--- src/rtl/vfxp_round_wb_if.sv ---
// rtl/vfxp_round_wb_if.sv - bundled input/output signals of the rounding writeback stage
//
// Purpose: groups the producer-side result fields, the FIFO head fields and
//          the status flags of vfxp_round_wb into one bundle.
// Modports:
//   master : the ALU-side producer and writeback consumer (drives in_*, out_ready)
//   slave  : the vfxp_round_wb block (drives out_*, full, overflow)
// Signals:
//   in_vec/in_valid/in_addr/in_be/in_mask/in_fxp/in_vd/in_vd1/in_sew/in_vxrm
//   out_vec/out_addr/out_be/out_mask/out_valid/out_ready, full, overflow

interface vfxp_round_wb_if #(
    parameter int DATA_WIDTH = 64,
    parameter int ADDR_WIDTH = 32,
    parameter int BE_WIDTH   = DATA_WIDTH / 8
);
    logic [DATA_WIDTH-1:0] in_vec;
    logic                  in_valid;
    logic [ADDR_WIDTH-1:0] in_addr;
    logic [BE_WIDTH-1:0]   in_be;
    logic                  in_mask;
    logic                  in_fxp;
    logic [BE_WIDTH-1:0]   in_vd;
    logic [BE_WIDTH-1:0]   in_vd1;
    logic [1:0]            in_sew;
    logic [1:0]            in_vxrm;

    logic [DATA_WIDTH-1:0] out_vec;
    logic [ADDR_WIDTH-1:0] out_addr;
    logic [BE_WIDTH-1:0]   out_be;
    logic                  out_mask;
    logic                  out_valid;
    logic                  out_ready;
    logic                  full;
    logic                  overflow;

    modport master (
        output in_vec, in_valid, in_addr, in_be, in_mask, in_fxp,
               in_vd, in_vd1, in_sew, in_vxrm, out_ready,
        input  out_vec, out_addr, out_be, out_mask, out_valid, full, overflow
    );

    modport slave (
        input  in_vec, in_valid, in_addr, in_be, in_mask, in_fxp,
               in_vd, in_vd1, in_sew, in_vxrm, out_ready,
        output out_vec, out_addr, out_be, out_mask, out_valid, full, overflow
    );
endinterface

--- src/rtl/vfxp_round_wb.sv ---
// rtl/vfxp_round_wb.sv - vector fixed-point rounding increment plus writeback FIFO
//
// Purpose: applies the per-element rounding increment selected by vxrm to an
//          ALU result word, registers it in stage s1, then queues it in a
//          FIFO_DEPTH-entry writeback buffer drained by a valid/ready consumer.
// Ports:
//   clk  : single clock, all state on the rising edge
//   rst  : asynchronous active-high reset
//   bus  : vfxp_round_wb_if.slave
//          in_*        result word, address, byte enables and rounding info
//          out_*       FIFO head fields (zero while the FIFO is empty)
//          out_ready   consumer accepts the head this cycle
//          full        FIFO holds FIFO_DEPTH entries
//          overflow    sticky, an s1 entry was dropped against a full FIFO

module vfxp_round_wb #(
    parameter int DATA_WIDTH = 64,
    parameter int ADDR_WIDTH = 32,
    parameter int BE_WIDTH   = DATA_WIDTH / 8,
    parameter int FIFO_DEPTH = 4
) (
    input logic            clk,
    input logic            rst,
    vfxp_round_wb_if.slave bus
);
    localparam int PTR_W = (FIFO_DEPTH > 1) ? $clog2(FIFO_DEPTH) : 1;
    localparam int CNT_W = $clog2(FIFO_DEPTH + 1);
    localparam logic [CNT_W-1:0] DEPTH_C = CNT_W'(FIFO_DEPTH);
    localparam logic [CNT_W-1:0] ONE_C   = CNT_W'(1);
    localparam logic [PTR_W-1:0] PTR_ONE = PTR_W'(1);

    // Rounding increment for one element from its LSB (vd) and the first
    // shifted-out bit (vd1).
    function automatic logic round_inc(input logic [1:0] vxrm,
                                       input logic       vd,
                                       input logic       vd1);
        case (vxrm)
            2'd0:    return vd1;         // round-to-nearest-up
            2'd1:    return vd1 & vd;    // round-to-nearest-even
            2'd2:    return 1'b0;        // round-down (truncate)
            default: return vd1 & ~vd;   // round-to-odd (jam)
        endcase
    endfunction

    // ------------------------------------------------------------------
    // Rounding datapath
    // ------------------------------------------------------------------
    logic [BE_WIDTH-1:0]   inc_b;
    logic [DATA_WIDTH-1:0] sum8;
    logic [DATA_WIDTH-1:0] sum16;
    logic [DATA_WIDTH-1:0] sum32;
    logic [DATA_WIDTH-1:0] sum64;
    logic [DATA_WIDTH-1:0] rounded;

    // The increment is evaluated at every byte; each element width then
    // picks the flag at its lowest byte index.
    always_comb begin
        inc_b = '0;
        for (int b = 0; b < BE_WIDTH; b++) begin
            inc_b[b] = round_inc(bus.in_vxrm, bus.in_vd[b], bus.in_vd1[b]);
        end
    end

    // One adder per element at each width; the part-select bounds keep the
    // carry out of every element from reaching its neighbour.
    always_comb begin
        sum8  = bus.in_vec;
        sum16 = bus.in_vec;
        sum32 = bus.in_vec;
        sum64 = bus.in_vec;
        for (int e = 0; e < DATA_WIDTH / 8; e++) begin
            sum8[e*8 +: 8] = bus.in_vec[e*8 +: 8] + 8'(inc_b[e]);
        end
        for (int e = 0; e < DATA_WIDTH / 16; e++) begin
            sum16[e*16 +: 16] = bus.in_vec[e*16 +: 16] + 16'(inc_b[e*2]);
        end
        for (int e = 0; e < DATA_WIDTH / 32; e++) begin
            sum32[e*32 +: 32] = bus.in_vec[e*32 +: 32] + 32'(inc_b[e*4]);
        end
        for (int e = 0; e < DATA_WIDTH / 64; e++) begin
            sum64[e*64 +: 64] = bus.in_vec[e*64 +: 64] + 64'(inc_b[e*8]);
        end
    end

    always_comb begin
        case (bus.in_sew)
            2'd0:    rounded = sum8;
            2'd1:    rounded = sum16;
            2'd2:    rounded = sum32;
            default: rounded = sum64;
        endcase
        // Mask results and non-fixed-point words are written back untouched.
        if (!bus.in_fxp || bus.in_mask) begin
            rounded = bus.in_vec;
        end
    end

    // ------------------------------------------------------------------
    // Stage s1
    // ------------------------------------------------------------------
    logic                  s1_valid_q, s1_valid_d;
    logic [DATA_WIDTH-1:0] s1_vec_q,   s1_vec_d;
    logic [ADDR_WIDTH-1:0] s1_addr_q,  s1_addr_d;
    logic [BE_WIDTH-1:0]   s1_be_q,    s1_be_d;
    logic                  s1_mask_q,  s1_mask_d;

    // Payload only loads on a valid input so idle cycles do not toggle it.
    always_comb begin
        s1_valid_d = bus.in_valid;
        s1_vec_d   = s1_vec_q;
        s1_addr_d  = s1_addr_q;
        s1_be_d    = s1_be_q;
        s1_mask_d  = s1_mask_q;
        if (bus.in_valid) begin
            s1_vec_d  = rounded;
            s1_addr_d = bus.in_addr;
            s1_be_d   = bus.in_be;
            s1_mask_d = bus.in_mask;
        end
    end

    // ------------------------------------------------------------------
    // Writeback FIFO
    // ------------------------------------------------------------------
    logic [DATA_WIDTH-1:0] mem_vec_q  [FIFO_DEPTH];
    logic [DATA_WIDTH-1:0] mem_vec_d  [FIFO_DEPTH];
    logic [ADDR_WIDTH-1:0] mem_addr_q [FIFO_DEPTH];
    logic [ADDR_WIDTH-1:0] mem_addr_d [FIFO_DEPTH];
    logic [BE_WIDTH-1:0]   mem_be_q   [FIFO_DEPTH];
    logic [BE_WIDTH-1:0]   mem_be_d   [FIFO_DEPTH];
    logic                  mem_mask_q [FIFO_DEPTH];
    logic                  mem_mask_d [FIFO_DEPTH];

    logic [PTR_W-1:0] wr_ptr_q, wr_ptr_d;
    logic [PTR_W-1:0] rd_ptr_q, rd_ptr_d;
    logic [CNT_W-1:0] count_q,  count_d;
    logic             overflow_q, overflow_d;

    logic not_empty;
    logic is_full;
    logic pop;
    logic wr_en;

    assign not_empty = (count_q != '0);
    assign is_full   = (count_q == DEPTH_C);
    assign pop       = not_empty & bus.out_ready;
    // A pop in the same cycle frees the slot, so a full FIFO still accepts.
    // With count==FIFO_DEPTH the write slot equals the head slot; the head is
    // read combinationally this cycle and overwritten at the edge.
    assign wr_en     = s1_valid_q & (~is_full | pop);

    always_comb begin
        mem_vec_d  = mem_vec_q;
        mem_addr_d = mem_addr_q;
        mem_be_d   = mem_be_q;
        mem_mask_d = mem_mask_q;
        wr_ptr_d   = wr_ptr_q;
        rd_ptr_d   = rd_ptr_q;
        count_d    = count_q;
        overflow_d = overflow_q;

        if (wr_en) begin
            mem_vec_d[wr_ptr_q]  = s1_vec_q;
            mem_addr_d[wr_ptr_q] = s1_addr_q;
            mem_be_d[wr_ptr_q]   = s1_be_q;
            mem_mask_d[wr_ptr_q] = s1_mask_q;
            wr_ptr_d             = wr_ptr_q + PTR_ONE;
        end
        if (pop) begin
            rd_ptr_d = rd_ptr_q + PTR_ONE;
        end

        case ({wr_en, pop})
            2'b10:   count_d = count_q + ONE_C;
            2'b01:   count_d = count_q - ONE_C;
            default: count_d = count_q;
        endcase

        if (s1_valid_q && !wr_en) begin
            overflow_d = 1'b1;
        end
    end

    always_ff @(posedge clk or posedge rst) begin
        if (rst) begin
            s1_valid_q <= 1'b0;
            s1_vec_q   <= '0;
            s1_addr_q  <= '0;
            s1_be_q    <= '0;
            s1_mask_q  <= 1'b0;
            wr_ptr_q   <= '0;
            rd_ptr_q   <= '0;
            count_q    <= '0;
            overflow_q <= 1'b0;
            for (int i = 0; i < FIFO_DEPTH; i++) begin
                mem_vec_q[i]  <= '0;
                mem_addr_q[i] <= '0;
                mem_be_q[i]   <= '0;
                mem_mask_q[i] <= 1'b0;
            end
        end else begin
            s1_valid_q <= s1_valid_d;
            s1_vec_q   <= s1_vec_d;
            s1_addr_q  <= s1_addr_d;
            s1_be_q    <= s1_be_d;
            s1_mask_q  <= s1_mask_d;
            wr_ptr_q   <= wr_ptr_d;
            rd_ptr_q   <= rd_ptr_d;
            count_q    <= count_d;
            overflow_q <= overflow_d;
            for (int i = 0; i < FIFO_DEPTH; i++) begin
                mem_vec_q[i]  <= mem_vec_d[i];
                mem_addr_q[i] <= mem_addr_d[i];
                mem_be_q[i]   <= mem_be_d[i];
                mem_mask_q[i] <= mem_mask_d[i];
            end
        end
    end

    // Head fields are forced to zero while empty so that reset (which clears
    // count asynchronously) zeroes the outputs without clearing storage first.
    assign bus.out_valid = not_empty;
    assign bus.full      = is_full;
    assign bus.overflow  = overflow_q;
    assign bus.out_vec   = not_empty ? mem_vec_q[rd_ptr_q]  : '0;
    assign bus.out_addr  = not_empty ? mem_addr_q[rd_ptr_q] : '0;
    assign bus.out_be    = not_empty ? mem_be_q[rd_ptr_q]   : '0;
    assign bus.out_mask  = not_empty ? mem_mask_q[rd_ptr_q] : 1'b0;

endmodule

--- src/flat_wrapper.sv ---
// flat-port wrapper written by rule: the top's interface ports become plain ports
module vfxp_round_wb_flat 
#(
    parameter int DATA_WIDTH = 64,
    parameter int ADDR_WIDTH = 32,
    parameter int BE_WIDTH   = DATA_WIDTH / 8,
    parameter int FIFO_DEPTH = 4
)
  (clk, rst, bus_in_vec, bus_in_valid, bus_in_addr, bus_in_be, bus_in_mask, bus_in_fxp, bus_in_vd, bus_in_vd1, bus_in_sew, bus_in_vxrm, bus_out_ready, bus_out_vec, bus_out_addr, bus_out_be, bus_out_mask, bus_out_valid, bus_full, bus_overflow);
  vfxp_round_wb_if #(.DATA_WIDTH(DATA_WIDTH), .ADDR_WIDTH(ADDR_WIDTH), .BE_WIDTH(BE_WIDTH)) bus_i ();
  input logic clk;
  input logic rst;
  input wire logic [$bits(bus_i.in_vec)-1:0] bus_in_vec;
  input wire logic [$bits(bus_i.in_valid)-1:0] bus_in_valid;
  input wire logic [$bits(bus_i.in_addr)-1:0] bus_in_addr;
  input wire logic [$bits(bus_i.in_be)-1:0] bus_in_be;
  input wire logic [$bits(bus_i.in_mask)-1:0] bus_in_mask;
  input wire logic [$bits(bus_i.in_fxp)-1:0] bus_in_fxp;
  input wire logic [$bits(bus_i.in_vd)-1:0] bus_in_vd;
  input wire logic [$bits(bus_i.in_vd1)-1:0] bus_in_vd1;
  input wire logic [$bits(bus_i.in_sew)-1:0] bus_in_sew;
  input wire logic [$bits(bus_i.in_vxrm)-1:0] bus_in_vxrm;
  input wire logic [$bits(bus_i.out_ready)-1:0] bus_out_ready;
  output wire logic [$bits(bus_i.out_vec)-1:0] bus_out_vec;
  output wire logic [$bits(bus_i.out_addr)-1:0] bus_out_addr;
  output wire logic [$bits(bus_i.out_be)-1:0] bus_out_be;
  output wire logic [$bits(bus_i.out_mask)-1:0] bus_out_mask;
  output wire logic [$bits(bus_i.out_valid)-1:0] bus_out_valid;
  output wire logic [$bits(bus_i.full)-1:0] bus_full;
  output wire logic [$bits(bus_i.overflow)-1:0] bus_overflow;
  assign bus_i.in_vec = bus_in_vec;
  assign bus_i.in_valid = bus_in_valid;
  assign bus_i.in_addr = bus_in_addr;
  assign bus_i.in_be = bus_in_be;
  assign bus_i.in_mask = bus_in_mask;
  assign bus_i.in_fxp = bus_in_fxp;
  assign bus_i.in_vd = bus_in_vd;
  assign bus_i.in_vd1 = bus_in_vd1;
  assign bus_i.in_sew = bus_in_sew;
  assign bus_i.in_vxrm = bus_in_vxrm;
  assign bus_i.out_ready = bus_out_ready;
  assign bus_out_vec = bus_i.out_vec;
  assign bus_out_addr = bus_i.out_addr;
  assign bus_out_be = bus_i.out_be;
  assign bus_out_mask = bus_i.out_mask;
  assign bus_out_valid = bus_i.out_valid;
  assign bus_full = bus_i.full;
  assign bus_overflow = bus_i.overflow;
  vfxp_round_wb #(.DATA_WIDTH(DATA_WIDTH), .ADDR_WIDTH(ADDR_WIDTH), .BE_WIDTH(BE_WIDTH), .FIFO_DEPTH(FIFO_DEPTH)) u_core (.clk(clk), .rst(rst), .bus(bus_i));
endmodule
--- config.mk ---
export PLATFORM = sky130hd
export DESIGN_NAME = vfxp_round_wb_flat
export DESIGN_NICKNAME = d
export VERILOG_FILES = /design/src/rtl/vfxp_round_wb_if.sv /design/src/rtl/vfxp_round_wb.sv /design/src/flat_wrapper.sv
export SDC_FILE = /design/constraint.sdc
export NUM_CORES = 1
export LEC_CHECK = 0
export ABC_CLOCK_PERIOD_IN_PS = 24900
export BUFFER_PORTS_ARGS = -buffer_cell sky130_fd_sc_hd__buf_2
export CAP_MARGIN = 20
export CORE_MARGIN = 1
export CORE_UTILIZATION = 50
export DETAILED_ROUTE_END_ITERATION = 12
export PLACE_DENSITY = 0.81
export SYNTH_ARGS = -nofsm -noshare
export SYNTH_HDL_FRONTEND = slang
export SYNTH_SLANG_ARGS = --single-unit
--- constraint.sdc ---
create_clock -name clk -period 24.9 [get_ports clk]
set_input_delay 3.735 -clock clk [delete_from_list [all_inputs] [get_ports clk]]
set_output_delay 3.735 -clock clk [all_outputs]
set_load 0.005 [all_outputs]
==> summary.txt, run 1 <==
Worst hold path
  • Hold_sp: u_core.s1_valid_q
  • Worst hold path class: flop to flop

Setup path
  • Critical path peak fanout: 44
  • Critical Path, Cell by Cell: buf_4 > buf_4 > mux4_2 > and2_1 > buf_2
  • Critical path's most frequent cell: buf_4
  • Arrival time worst endpoint: 3960 ps
  • Worst path max stage delay: 830 ps
  • Setup crit start: u_core.rd_ptr_q[0]
  • Worst reg2reg startpoint: u_core.count_q[0]
  • Worst endpoint required time: 21160 ps
  • Startpoint types: flop
  • Critical path endpoint category: primary output
  • Crit Path Class: flop to primary output
  • Crit-path slowest cell: buf_4

Cells and area
  • Layout area overhead: 13.73%
  • Fillers: 4186
  • Layout Nets: 2387
  • Post-Layout Cell Count: 2976
  • Layout cell share with drive strength beyond 1: 41.89%
  • Fin area: 30290 µm²

Timing
  • Tmin final: 7697 ps
  • Final setup violation count: 0
  • Worst slew margin: 27.73%
  • RSZ-0062 raised after global routing: false
  • Final worst path period share: 30.91%
  • Final Hold Fails: 0
  • Fmax: 0.1299 GHz
  • Clk_skew: 12.22 ps
  • Actual slew at the worst max-slew pin: 1084 ps
  • Final Max Slew Viols: 0
  • TNS Setup: 0 ps

Synth
  • Sequential share of the synthesized area: 50.17%
  • Syn_area_per_cell: 12.90 µm²
  • Post-synth EDFFs: 0
  • Synth Warn #: 0
  • Register bit total from synthesis: 534
  • Yosys cell types: 72
  • Area leader, netlist: dfrtp_1
  • Top post-synthesis cells by count: 534 x dfrtp_1, 463 x mux2_2, 120 x and2_1
  • Cell area after synthesis: 26630 µm²
  • Share of flip-flops with an asynchronous set or reset: 100.0%
  • Syn Inst Count: 2064
  • Count leader, synth: dfrtp_1
  • Mapped Nets: 2216
  • Main flop type after synthesis: dfrtp_1
  • Area contributors post-synth: dfrtp_1 50%, mux2_2 20%, mux4_2 8.9%
  • Area share of the largest cell type after synthesis: 50.17%

Status
  • Status: finished clean

Clock network
  • Worst-Skew Late Latency: 630 ps
  • Clock sinks: 534
  • Clock transition at path regs: 60 ps
  • Htree depth: 2
  • TritonCTS buffer count: 57
  • Number of setup buffers added after CTS: 0
  • CTS resizes: 0
  • Clock tree root buffer cell: clkbuf_16
  • Post-CTS Hold Buffers: 0
  • CTS tree: built
  • Bufs on Longest Clock Path: 3

Routing
  • Detailed Route Iter0 Violations: 1540
  • Avg WL per Cell: 23.58 µm
  • ANT nets after route: 0
  • Via/cell ratio: 6.074
  • Vias: 18076
  • Number of detailed-route iterations in the first pass: 6
  • Remaining DRCs: 0
  • Final Routed Wirelength: 70.17 mm

GRT
  • Largest net degree at the start of global routing: 199
  • Vias in the first global route: 19034
  • Initial antenna violation count: 15
  • Global-route wire length before repair: 110.2 mm
  • Global route total overflow: 0
  • Gr usage total: 26.43%

Run
  • Max-cap viol count: 0

Placed design
  • Post-DP HPWL: 45.51 mm
  • Gpl congestion: 0.9327
  • IO Port Bufs: 237
  • Post-Place Cell Area: 28280 µm²
  • Placed cell count: 2862

Floorplanning
  • Ports: 238
  • Initial core utilization: 50.68%
  • CORE AREA: 52550 µm²
  • Die area: 54190 µm²
  • FP Rows: 84
  • Die X: 232.8 µm
  • Die H: 232.8 µm

Power and ir drop
  • Total power per unit cell area: 125.8 nW/µm²
  • Worst vdd ir: 0.06216 mV
  • Leak pwr: 12.56 nW
[final timing paths]
| path | to | slack (ps) | cells past startpoint |
|---|---|---|---|
| min reg2reg | u_core.bus.overflow | 470 | 1 |
| min | u_core.bus.overflow | 470 | 1 |
| max | bus_out_vec[33] | 17200 | 5 |
| max in group asynchronous | u_core.mem_vec_q[92] | 19750 | 6 |
| min in group asynchronous | u_core.mem_vec_q[127] | 3230 | 2 |
| max reg2reg | u_core.mem_addr_q[126] | 21220 | 7 |
[where the power goes]
group	total, mW	internal [mW]	switching, mW
sequential	1.49	1.24	0.244
clock	0.877	0.518	0.360
combinational	1.44	0.863	0.581
[layout make-up]
class / count / area, µm² / share of cell area [%]
clock inverters: 26 / 316.6 / 1.045
clock buffers: 80 / 1623 / 5.358
diodes: 6 / 15.01 / 0.04957
well taps: 688 / 860.8 / 2.842
multi-input cells: 1351 / 12560 / 41.47
repair buffers: 262 / 1426 / 4.709
flip-flops and latches: 534 / 13370 / 44.14
inverters: 29 / 116.4 / 0.3842
[worst max-delay path: cells and delay by family (launching register included)]
family        cells  cell delay, ps
mux               1             600
buf+inv           3            1700
simple gates      1             180
flops             1             800
[through the flow]
step | utilization (%) | setup WS, ps | total power [mW] | hold WS (ps)
6_report | 57.64 | 17200 | 3.809 | 469.6
5_1_grt | 57.63 | 16810 | 4.030 | 496.7
4_1_cts | 57.51 | 17000 | 3.842 | 470.0
3_5_place_dp | 53.82 | 17680 | 2.949 | 456.2
3_3_place_gp | 53.81 | 17700 | 2.869 | 448.7
2_1_floorplan | - | 6241 | 2.448 | 441.5
[flip-flops by register name (all words and copies together), names as in the netlist]
name                 cells
u_core.rd_ptr_q          2
u_core.mem_mask_q        4
u_core.s1_vec_q         64
u_core.mem_be_q         32
u_core.wr_ptr_q          2
u_core.s1_mask_q         1
u_core.s1_addr_q        32
u_core.mem_vec_q       256
u_core.bus.overflow      1
u_core.mem_addr_q      128
u_core.s1_be_q           8
u_core.count_q           3
u_core.s1_valid_q        1
[cell families (layout without fill, tap and decap cells)]
family          after synthesis  in the layout  synth area share [%]
compound gates              201            201                 4.801
mux                         571            571                 28.57
xor+xnor                     74             74                 2.434
buf+inv                     179            397                 2.814
other cells                   0              6                     0
flops                       534            534                 50.17
fa+ha+maj                    22             22                 1.062
simple gates                483            483                 10.15
[per-layer routing]
metal / wire, µm / global-route usage, % / share of wire (%) / vias to the layer above
met5: 87 / 0 / 0.12 / -
met4: 1779 / 8.578 / 2.5 / 14
met3: 4139 / 4.877 / 5.9 / 142
met2: 34190 / 43.42 / 49 / 590
met1: 29980 / 35.45 / 43 / 9415
li1: - / - / - / 7915
[cells in the final DEF (no fill, tap or decap), types with 6 or more instances in the layout]
master	synthesis	layout
a41oi_1	6	6
clkbuf_8	0	11
xor2_1	19	19
clkbuf_1	68	12
or3_1	15	14
nor3_1	32	32
nor2_1	90	89
xnor2_1	55	55
clkinv_2	0	12
a21oi_1	76	76
mux4_2	105	105
a31oi_1	13	13
dfrtp_1	534	532
diode_2	0	6
nand3_1	44	44
and4_1	13	13
o21ai_0	41	41
nand2_1	57	53
nand4_1	42	42
nor2b_1	15	14
clkbuf_16	0	57
nor4_1	16	16
ha_1	21	21
buf_2	44	237
and2_1	120	120
bufinv_16	0	6
buf_4	4	22
mux2_2	463	463
inv_1	29	28
and3_1	12	12
No activity file was read; power rests on OpenSTA's default activity.
==> inputs of run 2 (changes only) <==
--- a/config.mk
+++ b/config.mk
@@ -5,7 +5,7 @@
 export SDC_FILE = /design/constraint.sdc
 export NUM_CORES = 1
 export LEC_CHECK = 0
-export ABC_CLOCK_PERIOD_IN_PS = 24900
+export ABC_CLOCK_PERIOD_IN_PS = 7200
 export BUFFER_PORTS_ARGS = -buffer_cell sky130_fd_sc_hd__buf_2
 export CAP_MARGIN = 20
 export CORE_MARGIN = 1
==> constraint.sdc (replaced) <==
create_clock -name clk -period 7.2 [get_ports clk]
set_input_delay 1.08 -clock clk [delete_from_list [all_inputs] [get_ports clk]]
set_output_delay 1.08 -clock clk [all_outputs]
set_load 0.005 [all_outputs]
==> run 2 against run 1 <==
Cell count fell by 0.10%. Largest cell class unchanged. Hold slack got worse by 18 ps. Critical path depth decreased by 1.
==> summary.txt, run 2 (synthesis results as in run 1) <==
Status
  • Status: finished clean

Worst hold path
  • Worst Hold End: u_core.bus.overflow
  • Hold Path Depth: 1
  • Worst hold path class: flop to flop
  • Hold_sp: u_core.bus.overflow

Setup path
  • Reg2Reg Depth: 7
  • WP buf/inv: 2
  • Reg2reg setup slack: 3610 ps
  • Crit Path Class: flop to primary output
  • Worst path max stage delay: 930 ps
  • Worst reg2reg endpoint: u_core.mem_vec_q[74]
  • Worst endpoint required time: 6120 ps
  • CP top delay family: buffers and inverters
  • Critical Path, Cell by Cell: buf_4 > mux4_2 > and2_1 > buf_2
  • Crit-path slowest cell: dfrtp_4
  • Arrival time worst endpoint: 3290 ps
  • Critical path peak fanout: 61
  • Critical path endpoint category: primary output
  • Worst reg2reg startpoint: u_core.count_q[0]
  • Startpoint types: flop

Routing
  • Avg WL per Cell: 22.99 µm
  • Number of detailed-route iterations in the first pass: 5
  • Final Routed Wirelength: 68.34 mm
  • Via/cell ratio: 6.071
  • Remaining DRCs: 0
  • Vias: 18050
  • ANT nets after route: 0
  • Detailed Route Iter0 Violations: 1444

Cells and area
  • Reg area: 13370 µm²
  • Layout Nets: 2382
  • Fin area: 30290 µm²
  • Most frequent cells in the layout: 532 x dfrtp_1, 463 x mux2_2, 237 x buf_2
  • Commonest non-fill, non-tap cell in the layout: dfrtp_1
  • Regs by FF count: u_core.mem_vec_q: 256 flops, u_core.mem_addr_q: 128 flops, u_core.s1_vec_q: 64 flops
  • Max reg flops: 256
  • Largest Register: u_core.mem_vec_q
  • Layout cell share with drive strength beyond 1: 41.73%
  • Fillers: 4195
  • Core Util, Final: 57.64%
  • Multi-input logic area: 12560 µm²
  • Layout area overhead: 13.73%

Placed design
  • IO Port Bufs: 237
  • Post-Place Cell Area: 28300 µm²
  • Gpl congestion: 0.9465
  • DP Worst Slack: 2854 ps
  • Post-DP HPWL: 44.31 mm

Timing
  • Final setup violation count: 0
  • Tmin final: 4374 ps
  • RSZ-0062 raised after global routing: false
  • Fmax: 0.2286 GHz
  • Actual slew at the worst max-slew pin: 1085 ps
  • Final Max Slew Viols: 0
  • Worst slew margin: 27.61%
  • Clk_skew: 39.85 ps
  • Final worst path period share: 60.75%
  • Final Hold Fails: 0
  • PnR worst setup slack: 2826 ps
  • Worst hold slack: 452.1 ps

Clock network
  • CTS resizes: 0
  • Bufs on Longest Clock Path: 3
  • Clock tree root buffer cell: clkbuf_16
  • Htree depth: 2
  • Number of setup buffers added after CTS: 0
  • Clock sinks: 534
  • CTS tree: built
  • Post-CTS Hold Buffers: 0
  • Worst-Skew Late Latency: 640 ps
  • Clock transition at path regs: 60 ps
  • TritonCTS buffer count: 56

Floorplanning
  • Die area: 54190 µm²
  • CORE AREA: 52550 µm²
  • Die H: 232.8 µm
  • Initial core utilization: 50.68%
  • FP Rows: 84
  • Ports: 238
  • Die X: 232.8 µm

Power and ir drop
  • Worst vdd ir: 0.3245 mV
  • Overall power: 13.11 mW
  • Reported net switching power: 4.017 mW
  • Switching share of power: 30.64%
  • Sequential power share: 39.0%
  • Total power per unit cell area: 432.9 nW/µm²
  • Clock group share of total power: 23.1%
  • Comb power frac: 37.8%
  • Internal: 9.094 mW
  • Leak pwr: 12.54 nW

GRT
  • Largest net degree at the start of global routing: 183
  • Gr usage total: 25.66%
  • Vias in the first global route: 18819
  • Initial antenna violation count: 22
  • Global-route wire length before repair: 107.5 mm
  • Global route total overflow: 0

Run
  • Max-cap viol count: 0
-- run 2: stage by stage --
stage | std cells | setup TNS, ps
after floorplan | 2064 | -608790
after global placement | 2859 | 0
after detailed placement | 2859 | 0
after CTS | 2961 | 0
after global routing | 2966 | 0
final | 2973 | 0
-- run 2: worst max-delay path by stage --
stage / startpoint / endpoint / slack [ps] / depth (start not counted)
2_1_floorplan: rst / u_core.bus.overflow / -1140 / 1
3_3_place_gp: bus_in_vxrm[0] / u_core.s1_vec_q[38] / 2880 / 12
3_5_place_dp: bus_in_vxrm[0] / u_core.s1_vec_q[38] / 2850 / 12
4_1_cts: u_core.rd_ptr_q[1] / bus_out_vec[16] / 2780 / 4
5_1_grt: u_core.rd_ptr_q[0] / bus_out_vec[31] / 2720 / 4
6_report: u_core.rd_ptr_q[1] / bus_out_vec[16] / 2830 / 4
-- run 2: power groups by stage --
| stage | logic (mW) | clock network (mW) | registers [mW] |
|---|---|---|---|
| floorplan | 3.70 | 0 | 4.77 |
| global placement | 4.86 | 0 | 5.00 |
| detailed placement | 5.00 | 0 | 5.16 |
| CTS | 5.04 | 3.09 | 5.11 |
| global route | 5.37 | 3.22 | 5.28 |
| finish | 4.96 | 3.03 | 5.12 |
-- run 2: area by class of cell --
type	instances	area share (%)
tap	688	2.842
antenna	11	0.09088
sequential	534	44.14
clock inverter	19	0.9625
clock buffer	83	5.494
multi-input combinational	1351	41.48
inverter	29	0.3718
timing repair buffer	258	4.614
-- run 2: routing by layer --
metal	global-route usage, %	share of wire [%]	vias up
met5	0	0.18	-
met4	7.741	2.4	20
met3	5.711	6.8	136
met2	42.76	49	568
met1	33.43	41	9408
li1	-	-	7918
